File: src/rtl/bytestream_pkg.sv
// Shared types and widths for the byte serializer / deserializer pair.
package bytestream_pkg;

  localparam int BYTE_W       = 8;
  localparam int BYTES_SENT_W = 16;

  typedef enum logic [1:0] {
    IDLE  = 2'd0,
    SHIFT = 2'd1,
    GAP   = 2'd2
  } ser_state_t;

endpackage

File: src/rtl/byte_serializer_fifo.sv
// First-word-fall-through FIFO; push is ignored when full and pop when empty.
module byte_fifo #(
  parameter int DEPTH = 4,
  parameter int WIDTH = 8
) (
  input  logic                     clk,
  input  logic                     rst,
  input  logic                     push,
  input  logic                     pop,
  input  logic [WIDTH-1:0]         wdata,
  output logic [WIDTH-1:0]         rdata,
  output logic                     full,
  output logic                     empty,
  output logic [$clog2(DEPTH):0]   count
);

  localparam int AW = $clog2(DEPTH);
  localparam logic [AW-1:0] PTR_ONE  = AW'(1);
  localparam logic [AW:0]   CNT_ONE  = (AW+1)'(1);
  localparam logic [AW:0]   CNT_FULL = (AW+1)'(DEPTH);
  localparam logic [AW:0]   CNT_ZERO = (AW+1)'(0);

  logic [WIDTH-1:0] mem_r [DEPTH];
  logic [AW-1:0]    wr_ptr_r;
  logic [AW-1:0]    rd_ptr_r;
  logic [AW:0]      count_r;
  logic             push_s;
  logic             pop_s;

  assign full   = (count_r == CNT_FULL);
  assign empty  = (count_r == CNT_ZERO);
  assign count  = count_r;
  assign rdata  = mem_r[rd_ptr_r];
  assign push_s = push && !full;
  assign pop_s  = pop && !empty;

  // Storage array; contents are don't-care until written, so no reset.
  always_ff @(posedge clk) begin
    if (push_s) begin
      mem_r[wr_ptr_r] <= wdata;
    end
  end

  // Pointers wrap naturally because DEPTH is a power of two.
  always_ff @(posedge clk or posedge rst) begin
    if (rst) begin
      wr_ptr_r <= '0;
      rd_ptr_r <= '0;
      count_r  <= CNT_ZERO;
    end else begin
      if (push_s) begin
        wr_ptr_r <= wr_ptr_r + PTR_ONE;
      end
      if (pop_s) begin
        rd_ptr_r <= rd_ptr_r + PTR_ONE;
      end
      case ({push_s, pop_s})
        2'b10:   count_r <= count_r + CNT_ONE;
        2'b01:   count_r <= count_r - CNT_ONE;
        default: count_r <= count_r;
      endcase
    end
  end

endmodule

File: src/rtl/byte_serializer.sv
// Buffers bytes from a valid/ready port and shifts them out MSB-first,
// with shift_enable framing each 8-bit burst for the downstream deserializer.
module byte_serializer #(
  parameter int DEPTH = 4,
  parameter int GAP   = 0
) (
  input  logic                                   clk,
  input  logic                                   rst,
  input  logic [bytestream_pkg::BYTE_W-1:0]      in_data,
  input  logic                                   in_valid,
  output logic                                   in_ready,
  output logic                                   serial_out,
  output logic                                   shift_enable,
  output logic                                   busy,
  output logic [bytestream_pkg::BYTES_SENT_W-1:0] bytes_sent
);

  import bytestream_pkg::*;

  localparam int CW    = $clog2(DEPTH) + 1;
  localparam int GAP_W = (GAP > 1) ? $clog2(GAP) : 1;
  localparam logic [GAP_W-1:0] GAP_ONE  = GAP_W'(1);
  localparam logic [GAP_W-1:0] GAP_ZERO = GAP_W'(0);
  localparam logic [GAP_W-1:0] GAP_LOAD = (GAP > 0) ? GAP_W'(GAP - 1) : GAP_W'(0);
  localparam logic [CW-1:0]    CNT_ZERO = CW'(0);

  ser_state_t                state_r, state_s;
  logic [BYTE_W-1:0]         shift_r, shift_s;
  logic [2:0]                bit_cnt_r, bit_cnt_s;
  logic [GAP_W-1:0]          gap_cnt_r, gap_cnt_s;
  logic                      serial_out_r, serial_out_s;
  logic                      shift_enable_r, shift_enable_s;
  logic [BYTES_SENT_W-1:0]   bytes_sent_r;
  logic                      sent_inc_s;
  logic                      load_s;
  logic                      pop_s;
  logic                      push_s;
  logic [BYTE_W-1:0]         fifo_rdata_s;
  logic                      fifo_full_s;
  logic                      fifo_empty_s;
  logic [CW-1:0]             fifo_count_s;

  assign in_ready     = !fifo_full_s;
  assign push_s       = in_valid && !fifo_full_s;
  assign serial_out   = serial_out_r;
  assign shift_enable = shift_enable_r;
  assign bytes_sent   = bytes_sent_r;
  assign busy         = (state_r != IDLE) || (fifo_count_s != CNT_ZERO);

  byte_fifo #(
    .DEPTH (DEPTH),
    .WIDTH (BYTE_W)
  ) u_fifo (
    .clk   (clk),
    .rst   (rst),
    .push  (push_s),
    .pop   (pop_s),
    .wdata (in_data),
    .rdata (fifo_rdata_s),
    .full  (fifo_full_s),
    .empty (fifo_empty_s),
    .count (fifo_count_s)
  );

  // Next-state, shifter and output decode; a load from the FIFO overrides whatever the state chose.
  always_comb begin
    state_s        = state_r;
    shift_s        = shift_r;
    bit_cnt_s      = bit_cnt_r;
    gap_cnt_s      = gap_cnt_r;
    serial_out_s   = 1'b0;
    shift_enable_s = 1'b0;
    sent_inc_s     = 1'b0;
    load_s         = 1'b0;
    pop_s          = 1'b0;
    case (state_r)
      IDLE: begin
        load_s = !fifo_empty_s;
      end
      SHIFT: begin
        if (bit_cnt_r != 3'd0) begin
          bit_cnt_s      = bit_cnt_r - 3'd1;
          shift_s        = {shift_r[BYTE_W-2:0], 1'b0};
          serial_out_s   = shift_r[BYTE_W-2];
          shift_enable_s = 1'b1;
        end else begin
          sent_inc_s = 1'b1;
          if (GAP == 0) begin
            state_s = IDLE;
            load_s  = !fifo_empty_s;
          end else begin
            state_s   = bytestream_pkg::GAP;
            gap_cnt_s = GAP_LOAD;
          end
        end
      end
      bytestream_pkg::GAP: begin
        if (gap_cnt_r != GAP_ZERO) begin
          gap_cnt_s = gap_cnt_r - GAP_ONE;
        end else begin
          state_s = IDLE;
          load_s  = !fifo_empty_s;
        end
      end
      default: begin
        state_s = IDLE;
      end
    endcase
    if (load_s) begin
      pop_s          = 1'b1;
      shift_s        = fifo_rdata_s;
      bit_cnt_s      = 3'd7;
      serial_out_s   = fifo_rdata_s[BYTE_W-1];
      shift_enable_s = 1'b1;
      state_s        = SHIFT;
    end else begin
      pop_s = 1'b0;
    end
  end

  // State and output registers; reset abandons any byte in flight.
  always_ff @(posedge clk or posedge rst) begin
    if (rst) begin
      state_r        <= IDLE;
      shift_r        <= '0;
      bit_cnt_r      <= 3'd0;
      gap_cnt_r      <= GAP_ZERO;
      serial_out_r   <= 1'b0;
      shift_enable_r <= 1'b0;
      bytes_sent_r   <= '0;
    end else begin
      state_r        <= state_s;
      shift_r        <= shift_s;
      bit_cnt_r      <= bit_cnt_s;
      gap_cnt_r      <= gap_cnt_s;
      serial_out_r   <= serial_out_s;
      shift_enable_r <= shift_enable_s;
      if (sent_inc_s) begin
        bytes_sent_r <= bytes_sent_r + 16'd1;
      end
    end
  end

endmodule

File: config.mk
export PLATFORM = sky130hd
export DESIGN_NAME = byte_serializer
export DESIGN_NICKNAME = d
export VERILOG_FILES = /design/src/rtl/bytestream_pkg.sv /design/src/rtl/byte_serializer_fifo.sv /design/src/rtl/byte_serializer.sv
export SDC_FILE = /design/constraint.sdc
export NUM_CORES = 1
export LEC_CHECK = 0
export CAP_MARGIN = 10
export CORE_MARGIN = 2
export CORE_UTILIZATION = 35
export CTS_CLUSTER_DIAMETER = 200
export DETAILED_ROUTE_END_ITERATION = 7
export PLACE_DENSITY = 0.65
export SETUP_SLACK_MARGIN = 0.2
export SLEW_MARGIN = 30
export SYNTH_ARGS = -nofsm -noshare
export SYNTH_HDL_FRONTEND = slang
export SYNTH_SLANG_ARGS = --single-unit
File: constraint.sdc
create_clock -name clk -period 3.14 [get_ports clk]
set_clock_uncertainty 0.1 [all_clocks]
set_input_delay 0.471 -clock clk [delete_from_list [all_inputs] [get_ports clk]]
set_output_delay 0.471 -clock clk [all_outputs]
set_load 0.005 [all_outputs]
## Yosys cells after proc, flatten, opt, wreduce, memory -nomap -nowiden

Memories as Yosys holds them, arrays and structs flattened.
Index checks and enable logic that the tools add are counted.

- Output and inout port bits: 20
- Memory bits (writable): 32
- Input port bits: 11
- Memories: 1
- Register bits after elaboration: 38
- Word-level logic and storage cells: 68

Memories:

| name | words | bits a word | rd ports | clocked after memory_dff | wr ports | RTL line | source |
|---|---|---|---|---|---|---|---|
| u_fifo.mem_r | 4 | 8 | 1 | 0 | 1 | byte_serializer_fifo.sv:23 | `logic [WIDTH-1:0] mem_r [DEPTH];` |

- Add/subtract/negate cells: 7
- Eq/ne operators: 8
- Reduce and logical (&&, ||, !) cells: 16
- Multiplexer cells: 26

Operators by type and width:

| operator | count |
|---|---|
| $mux 7 | 3 |
| $add 16x1->16 const B | 1 |
| $mux 1 | 14 |
| $mux 3 | 3 |
| $reduce_bool 2->1 | 4 |
| $mux 2 | 3 |
| $ne 3x3->1 const B | 2 |
| $pmux 2 s3 | 1 |
| $pmux 3 s2 | 1 |
| $reduce_bool 3->1 | 2 |
| $sub 3x1->3 const B | 2 |
| $add 2x1->2 const B | 2 |
| $eq 2x1->1 const B | 2 |
| $eq 2x2->1 const B | 2 |
| $add 3x1->3 const B | 1 |
| $eq 3x3->1 const B | 1 |
| $logic_and 1x1->1 | 3 |
| $logic_not 3->1 | 1 |
| $pmux 1 s3 | 1 |
| $reduce_and 3->1 | 1 |
| $logic_not 1->1 | 2 |
| $logic_not 2->1 | 1 |
| $ne 2x2->1 const B | 1 |
| $reduce_and 2->1 | 1 |
| 2 further kinds | 2 |

## Depth between registers and ports, before layout

Gate-level depths: netlist of the first run.

- Word-level depth: 8
- Depth in mapped cells: 11
- Gate-level depth less buffers: 11

## By module

A second synthesis of the first run with hierarchy kept.

- Cells, all modules: 204
- Area total of the unflattened synthesis: 2,990.4 µm²

Modules (own cells, without submodules):

| module | instances | cells each | area an instance (µm²) | seq. area each (µm²) |
|---|---|---|---|---|
| byte_fifo | 1 | 80 | 1,596.5 | 1,136.1 |
| byte_serializer | 1 | 124 | 1,393.8 | 725.7 |

## Worst setup path after synthesis of the first run

Ideal clock, no wire load.

- Path type: register to register
- Start point: reg bit_cnt_r[0]
- End point: reg u_fifo.count_r[2] (netlist: u_fifo.count[2])
- Path slack: 0.902 ns
- Period minus slack after synthesis: 2.238 ns
- Stages on the path, launching flop included: 12
- Required time: 2.961 ns
- Buffers on the path: 0
- Library setup time: 0.079 ns
- Data arrival time: 2.059 ns
- Cell sequence: dfrtp_1 > inv_1 > ha_1 > nand2b_1 > and2_1 > nor2_1 > ha_1 > inv_1 > fa_1 > xor2_1 > nor2_1 > xor2_1

- Word-level cells in the longest chain between the ends: 7
- Elaborated cells on any way between the ends: 9
- Those cells by class: eq/ne: 2; mux: 4; reduce/logical: 3

RTL lines:

| element | RTL line | source |
|---|---|---|
| start, declared | byte_serializer.sv:29 | `logic [2:0] bit_cnt_r, bit_cnt_s;` |
| start signal, assigned | byte_serializer.sv:134 | `bit_cnt_r <= bit_cnt_s;` |
| $reduce_bool 3->1 (*) | byte_serializer.sv:81 | `if (bit_cnt_r != 3'd0) begin` |
| $mux 1 (*) | byte_serializer.sv:81 |  |
| $pmux 1 s3 (*) | byte_serializer.sv:76 | `case (state_r)` |
| $mux 1 (*) | byte_serializer.sv:109 | `if (load_s) begin` |
| $logic_and 1x1->1 (*) | byte_serializer_fifo.sv:35 | `assign pop_s = pop && !empty;` |
| via u_fifo.pop_s | byte_serializer_fifo.sv:28 | `logic pop_s;` |
| $eq 2x1->1 / $eq 2x2->1 (equally long branches) | byte_serializer_fifo.sv:57 | `case ({push_s, pop_s})` |
| $pmux 3 s2 / $reduce_bool 2->1 (equally long branches) | n/a |  |
| end signal, assigned | byte_serializer_fifo.sv:58 | `2'b10: count_r <= count_r + CNT_ONE;` |
| end signal, assigned | byte_serializer_fifo.sv:59 | `2'b01: count_r <= count_r - CNT_ONE;` |
| end signal, assigned | byte_serializer_fifo.sv:60 | `default: count_r <= count_r;` |
| end, declared | byte_serializer_fifo.sv:26 | `logic [AW:0] count_r;` |

Mark *: on every way through the listed nets, which the timed path passes. The rest lies on a longest branch.
A chain may end at the register's enable or synchronous reset.

## Final worst setup path of the first run

Same ends and word-level chain as after synthesis.

==> impl_metrics.toml, run 1 <==
[power_and_ir_drop]
p_leak_nw = 1.40
powerDensity_nw_per_um2 = 798
vdd_drop_max_uv = 329
power_mw = 2.76

[cells_and_area]
fill_cells = 726
syn_to_final_growth_pct = 21.2
diodes = 0
final_nets = 260
layout-drive-gt1-share_pct = 11.0

[floorplanning]
die-area_um2 = 8880
die_w_um = 94.2
ioPinCount = 31
rows = 32
start_util_pct = 36.5
coreArea_um2 = 7810
die_h_um = 94.2

[critical_path]
crit_path_start_kind = "register"
cp_max_fo = 5
endpoint_kind = "register"
worstPathRequired_ns = 3.30
cp.arrival_ns = 2.56
path_class = "register to register"

[logic_synthesis]
synth_area_leaders = "edfxtp_1 (34%), dfrtp_1 (32%), mux4_2 (6.3%), xnor2_1 (4.9%), ha_1 (3.5%)"
synth_top_cell_by_area = "edfxtp_1"
synth_fa_ha_area_share_pct = 4.21
ys_seq_area_share_pct = 65.3
synth_cell_types = 31
syn_avg_cell_area_um2 = 14.1
muxShareOfSynthArea_pct = 7.07
synth_compound_area_share_pct = 3.51
ys_warn_count = 0
syn_inst = 202
synth-xor-area-share_pct = 6.45
synth_top_area_share_pct = 33.7
synth_top_family_by_area = "simple AND/OR/NAND/NOR gates"
synth_area_um2 = 2850
ys_ff_latch = 68
synth_fp_nets = 222
synthSimpleGateAreaFrac_pct = 11.0

[clock_tree]
clockBufferDepth = 2
cts.sinks = 68
clock_latency_ns = 0.34
cts-root-buf = "clkbuf_8"
cts_made_buffers = 9
path_clk_slew_ns = 0.07
post_cts_resize_count = 0
post_cts_buffers = 0
cts_tree = "done"
holdBufCountCts = 0
cts_max_level = 3

[timing]
fin_ws_ns = 0.740
period_needed_ns = 2.40
timing.hold.ws_ns = 0.366
fmax_ghz = 0.417
final_max_slew_viol_count = 0
worst_slew_pin_slew_ns = 0.586
hold_violations = 0
tns_ns = 0
slew_headroom_pct = 60.9
rsz0062_at_grt = "no"
setup_viol = 0
fin_crit_sh_pct = 76.4

[grt]
grt_pass1_wl_um = 8120
antenna_found_initial = 0
grt_usage_pct = 12.2
grt_pass1_vias = 1713
grt_max_degree = 37
grt-ovfl-total = 0

[routing]
vias = 1646
wl_per_cell_um = 13.9
wl_um = 4840
vias_per_cell = 4.74
antenna_left = 0
dr.first_iter.drc_count = 55
drc = 0
dr.pass1.iters = 4

[place]
place_ws_ns = 0.728
place_hpwl_um = 3270
globalplace.congestion = 0.715
port_buffers = 30

[run_status]
status = "complete, no violations"

[hold_path]
hold_path.class = "register to register"

[flow_run]
maxCapViolations = 0
## cell families after synthesis
| logic type | count (synthesis) |
|---|---|
| xor gates and xnor gates | 21 |
| DFF | 68 |
| adders and majority gates | 9 |
| AOI/OAI and AO/OA | 18 |
| muxes | 10 |
| buffers and inverters | 15 |
| and+or+nand+nor | 61 |
## path summary, 6_finish.rpt
| kind | from | to | slack (ns) | depth (start not counted) |
|---|---|---|---|---|
| setup / recovery | bit_cnt_r[0] | u_fifo.count[2] | 0.74 | 11 |
| hold / removal | bytes_sent[15] | bytes_sent[15] | 0.37 | 1 |
| setup reg to reg | bit_cnt_r[0] | u_fifo.count[2] | 0.74 | 11 |
| hold reg to reg | bytes_sent[15] | bytes_sent[15] | 0.37 | 1 |
| max in group asynchronous | rst | shift_r[1] | 2.17 | 3 |
| min in group asynchronous | rst | u_fifo.wr_ptr_r[0] | 0.44 | 3 |
## placed cells by master (no fill, tap or decap), types with 2 or more instances in the layout
master,instances
a21oi_1,15
and2_1,3
and3_1,8
and4_1,2
buf_4,3
clkbuf_8,9
clkdlybuf4s50_1,30
clkinv_1,2
clkinvlp_4,2
dfrtp_1,36
edfxtp_1,32
ha_1,8
inv_1,9
mux4_2,8
nand2_1,19
nand2b_1,2
nand3_1,7
nand4_1,3
nor2_1,8
nor3_1,4
xnor2_1,16
xor2_1,5
## critical path: stages, from the launching register on
cell      delay [ns]
dfrtp_1         0.39
inv_1           0.08
ha_1            0.22
nand2b_1        0.09
and2_1          0.17
nor2_1          0.21
ha_1            0.22
inv_1           0.06
fa_1            0.37
xor2_1          0.15
nor2_1          0.10
xor2_1          0.16
## metrics by stage
step	instance area, um^2	utilization, %	instances
after floorplan	2850	-	202
after global placement	3270	41.8	331
after detailed placement	3270	41.8	331
after CTS	3460	44.3	347
after global routing	3460	44.3	347
final	3460	44.3	347
## layer usage
metal | up-vias | global-route usage, % | routed length, um
li1 | 794 | - | -
met1 | 802 | 14.0 | 2180
met2 | 43 | 20.5 | 2330
met3 | 7 | 4.49 | 274
met4 | 0 | 5.19 | 57
met5 | - | 0 | 0
## flip-flops by register name, indices dropped and copies added (netlist names)
| signal | flops |
|---|---|
| u_fifo.rd_ptr_r | 2 |
| shift_enable | 1 |
| u_fifo.wr_ptr_r | 2 |
| bit_cnt_r | 3 |
| state_r | 1 |
| u_fifo.count | 3 |
| serial_out | 1 |
| bytes_sent | 16 |
| shift_r | 7 |
| u_fifo.mem_r | 32 |
## cell usage after synthesis
master and count:
a2bb2oi_1 1, inv_1 9, xnor2_1 16, nand3_1 7
edfxtp_1 32, a21o_1 1, nand2_1 19, nor2b_1 1
and2_1 3, mux4_2 8, ha_1 8, xor2_1 5
nand3b_1 1, and4_1 2, dfrtp_1 36, nor2_1 8
and3b_1 1, and3_1 8, nand4_1 3, or3_1 1
nor3_1 4, nand2b_1 2, buf_4 2, buf_2 3
a21oi_1 15, clkbuf_2 1, a22o_1 1, fa_1 1
mux2_2 1, mux2i_1 1, nor2_4 1
## where the power goes
| part | switching, mW | internal, mW |
|---|---|---|
| clock | 0.325 | 0.362 |
| combinational | 0.352 | 0.386 |
| sequential | 0.173 | 1.16 |
| total | 0.850 | 1.91 |
## layout make-up
cell class	count	area, um^2	area share [%]
clock buffer	9	124	3.58
clock inverter	7	66.3	1.92
inverter	9	33.8	0.978
multi-input combinational	119	920	26.6
sequential	68	1860	53.9
tap	102	128	3.69
timing repair buffer	33	323	9.34
(Power assumes the default switching activity.)
==> run 2: changes to the inputs <==
- clock period: 3.14 -> 2.45 ns (I/O delays scaled with it)
==> impl_metrics.toml, run 2 (same netlist as run 1, synthesis figures left out) <==
[floorplanning]
die_h_um = 94.2
ioPinCount = 31
rows = 32
start_util_pct = 36.5
die-area_um2 = 8880
coreArea_um2 = 7810
die_w_um = 94.2

[routing]
drc = 0
dr.pass1.iters = 4
wl_per_cell_um = 13.8
vias_per_cell = 4.79
dr.first_iter.drc_count = 54
antenna_left = 0
wl_um = 4800
vias = 1661

[place]
place_hpwl_um = 3270
globalplace.congestion = 0.709
port_buffers = 30

[clock_tree]
post_cts_buffers = 0
clockBufferDepth = 2
path_clk_slew_ns = 0.07
clock_latency_ns = 0.34
cts.sinks = 68
cts_max_level = 3
cts_tree = "done"
holdBufCountCts = 0
cts_made_buffers = 9
cts-root-buf = "clkbuf_8"

[cells_and_area]
layout-drive-gt1-share_pct = 14.7
diodes = 0
fill_cells = 719
final_util_pct = 44.4
final_cell_mix = "dfrtp_1 (36), edfxtp_1 (32), clkdlybuf4s50_1 (30), nand2_1 (19), xnor2_1 (16)"
largest_reg_flops = 32
largest-register = "u_fifo.mem_r"
mostFrequentLayoutCell = "dfrtp_1"
syn_to_final_growth_pct = 21.6
final_nets = 261

[grt]
grt_max_degree = 37
grt_usage_pct = 12.1
grt_pass1_vias = 1695
grt-ovfl-total = 0
grt_pass1_wl_um = 7940
antenna_found_initial = 0

[critical_path]
endpoint_kind = "register"
path_class = "register to register"
crit_chain = "inv_2, ha_4, nand2b_1, and2_1, nor2_2, ha_2, inv_1, fa_1, xor2_1, nor2_1, xor2_1"
slowest_stage = "dfrtp_1"
cp_max_fo = 5
cpMostUsedCell = "xor2_1"
path_buf_inv = 2
critPathMaxStageDelay_ns = 0.41
crit_family = "adder cells"
worstPathRequired_ns = 2.62
crit_path_start_kind = "register"
cp.arrival_ns = 2.39

[flow_run]
maxCapViolations = 0

[hold_path]
hold_path.class = "primary input to asynchronous set/reset pin"

[power_and_ir_drop]
p_leak_nw = 1.39
vdd_drop_max_uv = 669
powerDensity_nw_per_um2 = 1010

[timing]
tns_ns = 0
slew_headroom_pct = 58.4
fin_crit_sh_pct = 90.5
fmax_ghz = 0.451
final_max_slew_viol_count = 0
rsz0062_at_grt = "yes"
period_needed_ns = 2.22
setup_viol = 0
hold_violations = 0
worst_slew_pin_slew_ns = 0.625

[run_status]
status = "complete, no violations"
## run 2: changes by cell type in the layout (fill, tap and decap cells not counted), moves of 2 or more
cell	before	now
inv_2	0	2
ha_1	8	6
inv_1	9	7
clkinv_1	2	0
## run 2: final timing paths
path / from / to / slack [ns] / depth (start not counted)
worst max-delay path: bit_cnt_r[0] / u_fifo.count[2] / 0.23 / 11
worst min-delay path: rst / u_fifo.wr_ptr_r[0] / 0.32 / 3
worst max register to register: bit_cnt_r[0] / u_fifo.count[2] / 0.23 / 11
worst min register to register: bytes_sent[15] / bytes_sent[15] / 0.37 / 1
max in group asynchronous: rst / shift_r[5] / 1.59 / 3
min in group clk: bytes_sent[15] / bytes_sent[15] / 0.37 / 1
## run 2: metal layers
layer  up-vias  GRT usage (%)  wire length, um
met1       819           14.3             2220
met5         -              0                0
met3         7           4.41              258
met2        39           19.3             2230
li1        796              -                -
met4         0           6.16               96
## run 2: worst min-delay path: stages
cell and delay [ns]:
clkdlybuf4s50_1 0.39, inv_1 0.05, buf_4 0.40
## run 2: cell type report
| cell class | count | area (um^2) | share of cell area, % |
|---|---|---|---|
| Sequential cell | 68 | 1860 | 53.7 |
| Tap cell | 102 | 128 | 3.68 |
| Clock buffer | 9 | 124 | 3.57 |
| Multi-Input combinational cell | 119 | 947 | 27.3 |
| Timing Repair Buffer | 34 | 330 | 9.53 |
| Clock inverter | 6 | 41.3 | 1.19 |
| Inverter | 9 | 33.8 | 0.975 |
## run 2: what timing repair did
action,CTS,global route
cloned,0,0
pin swaps,1,0
gates resized for setup,5,3
endpoints found under the setup margin,1,2
## run 2: power by group
group | internal (mW) | switching, mW
clock | 0.360 | 0.426
sequential | 1.49 | 0.232
combinational | 0.519 | 0.465
## run 2: metrics by stage
stage / total power, mW / setup WS (ns) / instance area, um^2 / hold slack (ns) / std cells
finish: 3.49 / 0.233 / 3470 / 0.324 / 347
global route: 3.72 / 0.0913 / 3470 / 0.394 / 347
CTS: 3.52 / 0.201 / 3460 / 0.327 / 347
detailed placement: 2.71 / 0.112 / 3270 / 0.366 / 332
global placement: 2.67 / 0.185 / 3270 / 0.359 / 332
floorplan: 2.39 / 0.212 / 2850 / 0.345 / 202
